$ cat src/rtl/michaelbell_latch_mem_if.sv
// Pin bundle of the latch-RAM tile: select, address/control, write data and outputs.
// master drives the dedicated inputs; slave is the tile itself.
interface michaelbell_latch_mem_if;
    logic       ena;
    logic [7:0] ui_in;
    logic [7:0] uio_in;
    logic [7:0] uo_out;
    logic [7:0] uio_out;
    logic [7:0] uio_oe;

    modport master (output ena, ui_in, uio_in, input uo_out, uio_out, uio_oe);
    modport slave  (input ena, ui_in, uio_in, output uo_out, uio_out, uio_oe);
endinterface

$ cat src/rtl/michaelbell_latch_mem.sv
// 64 x 8 latch-based RAM tile: write captured on clk rise, stored during clk low; registered read.
// Optional build macro LATCH_MEM_RESET_CLEAR_EN forces every byte to 0 while rst_n is low.
module michaelbell_latch_mem_row (
    input  logic       gate,
    input  logic       clr_n,
    input  logic [7:0] d,
    output logic [7:0] q
);
`ifdef LATCH_MEM_RESET_CLEAR_EN
    always_latch begin
        if (!clr_n)
            q <= 8'h00;
        else if (gate)
            q <= d;
    end
`else
    logic unused_clr_n;
    assign unused_clr_n = clr_n;

    always_latch begin
        if (gate)
            q <= d;
    end
`endif
endmodule

module michaelbell_latch_mem (
    input  logic                  clk,
    input  logic                  rst_n,
    michaelbell_latch_mem_if.slave bus
);
    localparam int DEPTH = 64;
    localparam int DW    = 8;

    logic                      pending;
    logic [DEPTH-1:0]          wr_sel;
    logic [DW-1:0]             wr_data;
    logic [DW-1:0]             rd_data;
    logic [DEPTH-1:0]          gate;
    logic [DEPTH-1:0][DW-1:0]  rows;
    logic [5:0]                addr;
    logic                      wr_en;
    logic                      unused_pins;

    assign addr        = bus.ui_in[5:0];
    assign wr_en       = bus.ui_in[7];
    assign unused_pins = &{1'b0, bus.ena, bus.ui_in[6]};

    // Row select is a registered one-hot, and pending only moves while clk is
    // high, so the gate cannot glitch during the transparent low phase.
    always_ff @(posedge clk or negedge rst_n) begin
        if (!rst_n) begin
            pending <= 1'b0;
            wr_sel  <= '0;
            wr_data <= '0;
            rd_data <= '0;
        end else begin
            pending <= wr_en;
            if (wr_en) begin
                wr_sel  <= 64'(1) << addr;
                wr_data <= bus.uio_in;
            end
            rd_data <= rows[addr];
        end
    end

    assign gate = {DEPTH{~clk & pending}} & wr_sel;

    for (genvar i = 0; i < DEPTH; i++) begin : g_row
        michaelbell_latch_mem_row u_row (
            .gate  (gate[i]),
            .clr_n (rst_n),
            .d     (wr_data),
            .q     (rows[i])
        );
    end

    assign bus.uo_out  = rd_data;
    assign bus.uio_out = 8'h00;
    assign bus.uio_oe  = 8'h00;
endmodule

$ cat src/flat_wrapper.sv
// flat-port wrapper written by rule: the top's interface ports become plain ports
module michaelbell_latch_mem_flat 
  (clk, rst_n, bus_ena, bus_ui_in, bus_uio_in, bus_uo_out, bus_uio_out, bus_uio_oe);
  michaelbell_latch_mem_if bus_i ();
  input  logic clk;
  input  logic rst_n;
  input wire logic [$bits(bus_i.ena)-1:0] bus_ena;
  input wire logic [$bits(bus_i.ui_in)-1:0] bus_ui_in;
  input wire logic [$bits(bus_i.uio_in)-1:0] bus_uio_in;
  output wire logic [$bits(bus_i.uo_out)-1:0] bus_uo_out;
  output wire logic [$bits(bus_i.uio_out)-1:0] bus_uio_out;
  output wire logic [$bits(bus_i.uio_oe)-1:0] bus_uio_oe;
  assign bus_i.ena = bus_ena;
  assign bus_i.ui_in = bus_ui_in;
  assign bus_i.uio_in = bus_uio_in;
  assign bus_uo_out = bus_i.uo_out;
  assign bus_uio_out = bus_i.uio_out;
  assign bus_uio_oe = bus_i.uio_oe;
  michaelbell_latch_mem u_core (.clk(clk), .rst_n(rst_n), .bus(bus_i));
endmodule
$ cat config.mk
export PLATFORM = sky130hd
export DESIGN_NAME = michaelbell_latch_mem_flat
export DESIGN_NICKNAME = d
export VERILOG_FILES = /design/src/rtl/michaelbell_latch_mem_if.sv /design/src/rtl/michaelbell_latch_mem.sv /design/src/flat_wrapper.sv
export SDC_FILE = /design/constraint.sdc
export NUM_CORES = 1
export LEC_CHECK = 0
export BUFFER_PORTS_ARGS = -buffer_cell sky130_fd_sc_hd__buf_2
export CAP_MARGIN = 15
export CORE_UTILIZATION = 41
export CTS_BUF_LIST = sky130_fd_sc_hd__clkbuf_4
export DETAILED_ROUTE_END_ITERATION = 8
export PLACE_DENSITY = 0.55
export SLEW_MARGIN = 20
export SYNTH_ARGS = -nofsm -noshare
export SYNTH_HDL_FRONTEND = slang
export SYNTH_SLANG_ARGS = --single-unit
export TNS_END_PERCENT = 30
$ cat constraint.sdc
create_clock -name clk -period 2.07 [get_ports clk]
set_input_delay 0.414 -clock clk [delete_from_list [all_inputs] [get_ports clk]]
set_output_delay 0.414 -clock clk [all_outputs]
set_load 0.03 [all_outputs]
==> run summary <==
Layout cells sized above 1: 36.0%
Latest clock arrival within the worst-skew pair: 1300 ps
Final Skew: 257 ps
Transition time of the tightest slew-check pin: 726 ps
Boundary Pins: 43
Setup CP Type: latch to flop
Post-synth cell types: 40
# rows: 70
GPL Wtd Cong: 0.819
Worst hold path depth: 5
Logic pwr share: 28.5%
Max-slew headroom: 51.5%
TritonCTS clock tree: yes
GRT overflow: 0
Most common cell on crit path: mux4_2
Hold path start: bus_ui_in[1]
Placed wire-length estimate: 27,700 µm
DRC Markers: 0
Hold Vio Cnt, Final: 0
Post-CTS Setup Inserts: 0
Area of the core: 36,800 µm²
Synth async-reset ratio: 13.7%
Peak VDD IR: 386 µV
Overall routing resource usage: 24.8%
Average wire per standard cell: 23.6 µm
Finished Cell Area: 18,700 µm²
HP Class: input pin to flop
Synth warn: 0
Vias per inst: 5.56
Power per standard cell area: 296 nW/µm²
Starting DRT DRC Count: 1,015
Register-to-Register Path Depth: 4
CTS clk-pin slew, worst paths: 170 ps
Startpoint types: latch
Antenna Nets Post-Route: 0
R2r setup slk: -960 ps
Share of Yosys cell area claimed by the top area cell type: 49.9%
First-pass GRT wire length: 68,800 µm
Cell Count, Final, Fillers Out: 1,906
Routed wire length: 44,900 µm
Most numerous cell in the Yosys netlist: dlxtp_1
Clock network fraction of design power: 34.9%
Vias in the first global route: 11,405
First drt pass iteration count: 5
Min Hold Slack: 117 ps
Net Sw Frac: 37.6%
Mapped cell area: 15,400 µm²
Die footprint: 38,400 µm²
Critical path arrival: 4000 ps
Part of the power in registers: 36.7%
Crit-path cells: mux4_2, mux4_2, a21boi_1, a221o_1
Most frequent cells after synthesis: dlxtp_1, mux4_2, dfrtp_1, and2_1
Max-cap viol count: 0
Placed insts: 1,651
Max stage delay on crit path: 530 ps
Post-synth EDFFs: 0
Failing checks: setup timing
DP Worst Slack: -808 ps
Setup TNS: -7340 ps
Static Leakage: 8.56 nW
R2R Path Start: u_core.g_row[38].u_row.q[3]
CP endpoint kind: flop
Slowest-stage cell, CP: mux4_2
Die Y: 196 µm
Synthesis-to-finish area growth: 21.7%
Critical-path maximum fanout: 1
WHS Endpoint: u_core.bus.uo_out[4]
Number of port buffers: 24
Nets: 1,444
Die width: 196 µm
Setup-failing EPs final: 13
Synth top area cells: dlxtp_1, mux4_2, dfrtp_1
Initial Utilization: 41.9%
Final Slew Violations: 0
Final worst slack: -958 ps
Leading area contributor after synthesis: dlxtp_1
Status: complete, but fails checks
Psw: 2.09 mW
Initial antenna violation count: 2
Synthesized area per cell: 13.5 µm²
Placed cell area: 16,600 µm²
CP required: 3040 ps
RSZ-0062 raised after global routing: yes
Seq cells post-synth: 593
Internal Power: 3.47 mW
Top FF cell, synth: dlxtp_1
Pin count of the biggest net entering global routing: 66
Vias: 10,604
Cell count after synthesis: 1,145
R2R Path End: u_core.bus.uo_out[3]
## sequential cells by signal, summed over array words and instances (netlist names)
register / flops
u_core.wr_data: 8
u_core.bus.uo_out: 8
u_core.wr_sel: 64
u_core.g_row.u_row.q: 512
u_core.pending: 1
## kinds of logic (layout without fill, tap and decap cells)
group / count (synthesis) / count (layout) / share of synthesized area [%]
flops: 81 / 81 / 13.2
compound gates: 109 / 109 / 4.81
simple gates: 131 / 131 / 4.78
mux: 166 / 166 / 22.7
other cells: 1 / 17 / 0.0243
buf+inv: 145 / 422 / 4.63
latches: 512 / 512 / 49.9
## worst max-delay path, delay by kind of cell, from the launching register on
family | cells | cell delay (ps)
latches | 1 | 270
AOI/OAI and AO/OA | 2 | 430
muxes | 2 | 990
## layout make-up
cell class | instances | area [µm²]
timing repair buffer | 127 | 1300
clock inverter | 14 | 170
inverter | 64 | 240
multi-input combinational | 422 | 5090
tap | 468 | 586
antenna | 1 | 2.50
fill | 3190 | 18000
clock buffer | 217 | 1630
sequential | 593 | 9730
## metrics by stage
stage / util (%) / power (mW)
finish: 51.0 / 5.56
global route: 51.0 / 5.82
CTS: 50.9 / 5.61
detailed placement: 45.1 / 3.65
global placement: 45.1 / 3.63
floorplan: - / 3.08
## routing by layer
metal  vias to the layer above  track usage, %  part of all wire (%)
met5                         -               0                     0
met4                         0            10.9                   1.7
met3                        87            7.68                   7.0
met2                       444            35.6                    46
met1                      5431            34.6                    46
li1                       4642               -                     -
## placed cells by master (no fill, tap or decap), types with 2 or more instances in the layout
cell | synthesis | final
dlxtp_1 | 512 | 512
clkbuf_4 | 0 | 217
mux4_2 | 135 | 142
dfrtp_1 | 81 | 71
and2_1 | 66 | 66
inv_1 | 64 | 64
o22ai_1 | 64 | 64
buf_4 | 21 | 59
nand2_1 | 26 | 25
buf_12 | 2 | 23
dlygate4sd3_1 | 0 | 22
conb_1 | 1 | 16
mux2_2 | 15 | 15
nor2b_1 | 14 | 14
buf_2 | 16 | 13
dfrtp_2 | 0 | 10
buf_6 | 5 | 9
a22oi_1 | 12 | 8
nand3_1 | 9 | 8
mux2i_1 | 8 | 7
nor2_1 | 6 | 6
o211ai_1 | 5 | 5
a22o_1 | 4 | 4
a221oi_2 | 0 | 4
a21oi_1 | 5 | 4
a22oi_2 | 0 | 4
clkinv_2 | 0 | 4
inv_6 | 0 | 3
clkinvlp_4 | 0 | 3
bufinv_16 | 0 | 3
a221oi_1 | 6 | 2
a21boi_1 | 0 | 2
a221o_1 | 2 | 2
nand2b_1 | 2 | 2
o21ai_1 | 0 | 2
o31a_1 | 2 | 2
nand3b_1 | 2 | 2
## timing repair
item                                   4_1_cts  5_1_grt
gates resized for setup                     32        9
setup endpoints to repair                   17       17
endpoints found under the hold margin      159        0
pin swaps                                    9        2
hold buffers                                23        0
## power by group through the flow
stage	registers [mW]	clock network [mW]	logic (mW)
2_1_floorplan	2.23	0.153	0.700
3_3_place_gp	2.05	0.110	1.47
3_5_place_dp	2.05	0.110	1.49
4_1_cts	2.04	1.99	1.58
5_1_grt	2.04	2.10	1.68
6_report	2.04	1.94	1.58
## worst max path at each step
stage	startpoint	to	slack, ps	cells after the start
3_3_place_gp	u_core.g_row[31].u_row.q[6]	u_core.bus.uo_out[6]	-800	5
3_5_place_dp	u_core.g_row[31].u_row.q[6]	u_core.bus.uo_out[6]	-810	5
4_1_cts	u_core.g_row[45].u_row.q[6]	u_core.bus.uo_out[6]	-960	4
2_1_floorplan	u_core.g_row[47].u_row.q[6]	u_core.bus.uo_out[6]	-610	4
5_1_grt	u_core.g_row[7].u_row.q[6]	u_core.bus.uo_out[6]	-1030	3
6_report	u_core.g_row[38].u_row.q[3]	u_core.bus.uo_out[3]	-960	4
Power figures use the tool's default switching activity.
